[src/rtl/spi_xfer_ctrl.sv]
// SPI mode-0 master transfer sequencer between the TX/RX FIFOs and the SPI pins.
// Define SPI_XFER_LOOPBACK_EN to sample the driven mosi instead of the miso pin.
module spi_xfer_ctrl #(
   parameter int DWIDTH  = 8,
   parameter int CLK_DIV = 2
) (
   input  logic              PCLK,
   input  logic              PRESET,
   input  logic              ctrl_en,
   input  logic              txfifo_empty,
   input  logic [DWIDTH-1:0] txfifo_rdata,
   output logic              txfifo_pop,
   input  logic              rxfifo_full,
   output logic [DWIDTH-1:0] rxfifo_wdata,
   output logic              rxfifo_push,
   input  logic              rx_ovf_clr,
   output logic              sclk,
   output logic              mosi,
   input  logic              miso,
   output logic              ss_n,
   output logic              busy,
   output logic              rx_ovf
);

   localparam int DIV_W = $clog2(CLK_DIV + 1);
   localparam int BIT_W = $clog2(DWIDTH + 1);
   localparam logic [DIV_W-1:0] DIV_LAST = DIV_W'(CLK_DIV - 1);
   localparam logic [BIT_W-1:0] BIT_LAST = BIT_W'(DWIDTH - 1);

   typedef enum logic [1:0] {
      IDLE  = 2'd0,
      LOAD  = 2'd1,
      SHIFT = 2'd2,
      STORE = 2'd3
   } state_t;

   state_t            state;
   state_t            state_nxt;
   logic [DWIDTH-1:0] shreg;
   logic [DIV_W-1:0]  div_cnt;
   logic [BIT_W-1:0]  bit_cnt;
   logic              start;
   logic              div_wrap;
   logic              sclk_rise;
   logic              sclk_fall;
   logic              last_fall;
   logic              sample_bit;

`ifdef SPI_XFER_LOOPBACK_EN
   logic unused_miso;
   assign unused_miso = miso;
   assign sample_bit  = mosi;
`else
   assign sample_bit  = miso;
`endif

   assign start     = ctrl_en && !txfifo_empty;
   assign div_wrap  = (state == SHIFT) && (div_cnt == DIV_LAST);
   assign sclk_rise = div_wrap && !sclk;
   assign sclk_fall = div_wrap && sclk;
   assign last_fall = sclk_fall && (bit_cnt == BIT_LAST);
   assign busy      = (state != IDLE);

   // NOTE: every output of this block gets a default before the case, so no
   // path leaves a value unassigned and no latch is inferred.
   always_comb begin
      state_nxt    = state;
      txfifo_pop   = 1'b0;
      rxfifo_push  = 1'b0;
      rxfifo_wdata = '0;
      case (state)
         IDLE:  if (start) state_nxt = LOAD;
         LOAD: begin
            txfifo_pop = 1'b1;
            state_nxt  = SHIFT;
         end
         SHIFT: if (last_fall) state_nxt = STORE;
         STORE: begin
            if (!rxfifo_full) begin
               rxfifo_push  = 1'b1;
               rxfifo_wdata = shreg;
            end
            state_nxt = start ? LOAD : IDLE;
         end
         default: state_nxt = IDLE;
      endcase
   end

   // NOTE: sequential state uses non-blocking assignments so every register
   // samples pre-edge values regardless of statement order.
   always_ff @(posedge PCLK) begin
      if (PRESET) state <= IDLE;
      else        state <= state_nxt;
   end

   always_ff @(posedge PCLK) begin
      if (PRESET) begin
         shreg   <= '0;
         div_cnt <= '0;
         bit_cnt <= '0;
         sclk    <= 1'b0;
         mosi    <= 1'b0;
         ss_n    <= 1'b1;
      end else begin
         case (state)
            LOAD: begin
               shreg   <= txfifo_rdata;
               mosi    <= txfifo_rdata[DWIDTH-1];
               ss_n    <= 1'b0;
               bit_cnt <= '0;
               div_cnt <= '0;
               sclk    <= 1'b0;
            end
            SHIFT: begin
               div_cnt <= div_wrap ? '0 : div_cnt + DIV_W'(1);
               if (div_wrap) sclk <= !sclk;
               // Capture on the rising edge; the shift exposes the next TX bit at the MSB.
               if (sclk_rise) shreg <= {shreg[DWIDTH-2:0], sample_bit};
               if (sclk_fall) begin
                  mosi    <= shreg[DWIDTH-1];
                  bit_cnt <= bit_cnt + BIT_W'(1);
               end
            end
            STORE: if (!start) ss_n <= 1'b1;
            default: ;
         endcase
      end
   end

   // A drop in STORE wins over a simultaneous clear so no overflow goes unreported.
   always_ff @(posedge PCLK) begin
      if (PRESET)                           rx_ovf <= 1'b0;
      else if (state == STORE && rxfifo_full) rx_ovf <= 1'b1;
      else if (rx_ovf_clr)                  rx_ovf <= 1'b0;
   end

endmodule

[config.mk]
export PLATFORM = sky130hd
export DESIGN_NAME = spi_xfer_ctrl
export DESIGN_NICKNAME = d
export VERILOG_FILES = /design/src/rtl/spi_xfer_ctrl.sv
export SDC_FILE = /design/constraint.sdc
export NUM_CORES = 1
export LEC_CHECK = 0
export CAP_MARGIN = 10
export CORE_MARGIN = 5
export CORE_UTILIZATION = 40
export DETAILED_ROUTE_END_ITERATION = 6
export PLACE_DENSITY = 0.69
export SYNTH_ARGS = -nofsm -noshare
export SYNTH_HDL_FRONTEND = slang
export SYNTH_SLANG_ARGS = --single-unit
[constraint.sdc]
create_clock -name PCLK -period 1.9 [get_ports PCLK]
set_input_delay 0.38 -clock PCLK [delete_from_list [all_inputs] [get_ports PCLK]]
set_output_delay 0.38 -clock PCLK [all_outputs]
set_load 0.01 [all_outputs]
==> results.md <==
- Outcome: complete, no violations
- RSZ-0062 raised after global routing: no
- Site Rows: 18
- Startpoint types: flip-flop
- Commonest non-fill, non-tap cell in the layout: dfxtp_1
- Maxcap violations: 0
- CP Data Required Time: 1.52 ns
- Post-Syn Area per Cell: 9.11 µm²
- Core Box Area: 2520 µm²
- Die area: 3800 µm²
- CTS tree: done
- Buffers and inverters on the worst path: 2
- Largest delay share family, worst path: flip-flops
- DR WL met3: 129 µm
- Worst-path maximum fanout: 9
- Nets: 174
- Die X: 61.6 µm
- Cells after DPL: 178
- Net Sw Frac: 0.370
- Synth Area in Adders: 0.0704
- FILL cells: 251
- CTS Sinks: 20
- Area occupied by multi-input gates: 619 µm²
- Seq cells post-synth: 20
- CTS Buf Count: 3
- Simple-gate share of the synthesized area: 0.245
- Mapped Cells: 117
- Largest net degree at the start of global routing: 21
- Final HPWL DP: 1810 µm
- Root buffer cell: clkbuf_4
- Initial Utilization: 0.423
- DRT Wirelength: 2330 µm
- CTS hold repair buffers: 0
- Reg power frac: 0.364
- DR iter-0 viols: 6
- Post-synthesis compound-gate area fraction: 0.163
- Post-synth top area share: 0.376
- DR pass1 iterations: 4
- Post-route clock period utilization: 0.958
- Drc violations: 0
- Buffers on Ports: 29
- Overflow after GRT: 0
- Largest family of logic cells by synthesized area: simple AND/OR/NAND/NOR gates
- Critical path arrival: 1.44 ns
- Clk_lat worst skew: 0.30 ns
- Pre-CTS WS: -0.241 ns
- Gpl congestion: 0.784
- Max Fclk: 550 MHz
- PD cells: 1170 nW/µm²
- Worst R2R Setup Slack: 0.15 ns
- Synth area leader: dfxtp_1
- Cells taking the most area after synthesis: dfxtp_1 38%, mux2i_1 7.5%, ha_1 7.0%, nor2_1 4.9%, and2_1 4.7%
- Slowest-stage cell, CP: dfxtp_2
- Setup violators final: 0
- P_int: 0.00105 W
- Fin util: 0.566
- Metal-1 WL: 983 µm
- Die Height: 61.6 µm
- WL met2: 1220 µm
- Clock network fraction of design power: 0.152
- Clock Path Buffers: 2
- Via-per-instance ratio: 5.09
- Fin. max-slew vios: 0
- Area Growth Syn to Fin: 34.0%
- Max-slew headroom: 0.801
- Hold WC Path Type: reg -> reg
- GRT Util Overall: 0.136
- Vias in the first global route: 936
- Worst setup margin: 0.0807 ns
- Net Switching: 0.000616 W
- Cell Chain, Critical Path: ha_1 > nor2b_1 > buf_4 > and2_1 > buf_2
- Minimum clock period: 1.82 ns
- Xor/xnor share of the synthesized area: 0.0164
- Share of layout cells above drive strength 1: 0.178
- Clk_skew: 0.000907 ns
- Register Area: 402 µm²
- First-pass GRT wire length: 3920 µm
- Leakage power total: 0.603 nW
- Slew @ Worst Pin: 0.297 ns
- Non-Filler Instances: 182
- Ant diodes: 0
- Combinational share of power: 0.484
- Crit path kind: reg -> out
- Syn Nets: 138
- Most frequent cells in the layout: 19 x dfxtp_1, 18 x clkdlybuf4s50_1, 14 x nor2_1
- Highest routed layer: met3
- Clk slew on worst S/H paths: 0.11 ns
- YS warnings: 0
- Netlist Area Pre-Place: 1070 µm²
- Vias: 927
- Antenna Nets Post-Route: 0
- Final hold violations: 0
- Hold Slack: 0.483 ns
- Total number of H-tree levels: 1
- Seq/Total Area, Yosys: 0.376
- Mux cell area share after synthesis: 0.0857
- Largest stage delay on the critical path: 0.35 ns
- Distinct cells, synth: 33
- Peak VDD IR: 0.000821 V
- # IOs: 30
- Initial antenna violation count: 0
- Final setup TNS: 0 ns
- Drt wl/cell: 12.8 µm
- Setup crit end kind: output pin
## repair_timing
action,in CTS,in global routing
gates resized for setup,36,0
setup endpoints to repair,11,0
setup buffers,0,0
## path summary, 6_finish.rpt
kind	startpoint	to	cells past startpoint
min reg2reg	rx_ovf	rx_ovf	2
min	rx_ovf	rx_ovf	2
max reg2reg	state[0]	state[0]	6
max	state[0]	rxfifo_wdata[4]	5
## cell families (layout without fill, tap and decap cells)
family                   count (synthesis)  count (layout)
flip-flops                              20              20
buffers and inverters                   10              45
adder cells (fa/ha/maj)                  6               6
AND/OR/NAND/NOR                         48              48
multiplexers                             9               9
XOR/XNOR                                 2               2
AO/OA/AOI/OAI                           22              22
## metal layers
metal  global-route usage  up-vias
li1                     -      483
met1                0.150      422
met2                0.250       22
met3               0.0440        0
met4               0.0303        0
met5                    0        -
## stage by stage
stage          cell area (µm²)  power, W
2_1_floorplan             1070   0.00115
3_5_place_dp              1440   0.00146
5_1_grt                   1430   0.00182
3_3_place_gp              1440   0.00143
4_1_cts                   1430   0.00170
6_report                  1430   0.00167
## worst register-to-register path: stages, from the launching register on
cell and delay (ns):
dfxtp_2 0.35, inv_1 0.14, ha_1 0.27, nand4b_2 0.18
o31ai_4 0.31, o211ai_1 0.13, a221oi_1 0.26
## final cells by class
cell class	count	share of cell area
flip-flops and latches	20	0.281
multi-input cells	87	0.433
clock buffers	4	0.0254
inverters	4	0.0105
repair buffers	37	0.223
well taps	30	0.0263
## cells in the mapped netlist
cell type	number
dfxtp_1	20
nor2_1	14
and2_1	8
mux2i_1	8
a211oi_1	6
a21oi_1	6
ha_1	6
nand2_1	5
inv_1	4
nand2b_1	4
nor3_1	4
clkbuf_1	3
nand3_1	3
nor2b_1	3
a211oi_2	2
buf_4	2
nand3b_1	2
xor2_1	2
a21o_1	1
a221oi_1	1
and3b_1	1
and4b_1	1
buf_2	1
mux2_2	1
nand4_1	1
nand4b_2	1
nor4_1	1
o211ai_1	1
o21a_1	1
o21ai_0	1
o21ai_2	1
o21bai_1	1
o31ai_4	1
## sequential cells by signal, summed over array words and instances, names as in the netlist
name / flops
sclk: 1
div_cnt: 2
state: 2
rx_ovf: 1
shreg: 8
mosi: 1
ss_n: 1
bit_cnt: 4
## power groups by stage
stage                     registers [W]  logic [W]  clock network (W)
final                          0.000607   0.000807           0.000254
after global placement         0.000613   0.000816                  0
after detailed placement       0.000617   0.000842                  0
after floorplan                0.000608   0.000539                  0
after global routing           0.000625   0.000913           0.000282
after CTS                      0.000608   0.000820           0.000267
No activity file was read; power rests on OpenSTA's default activity.
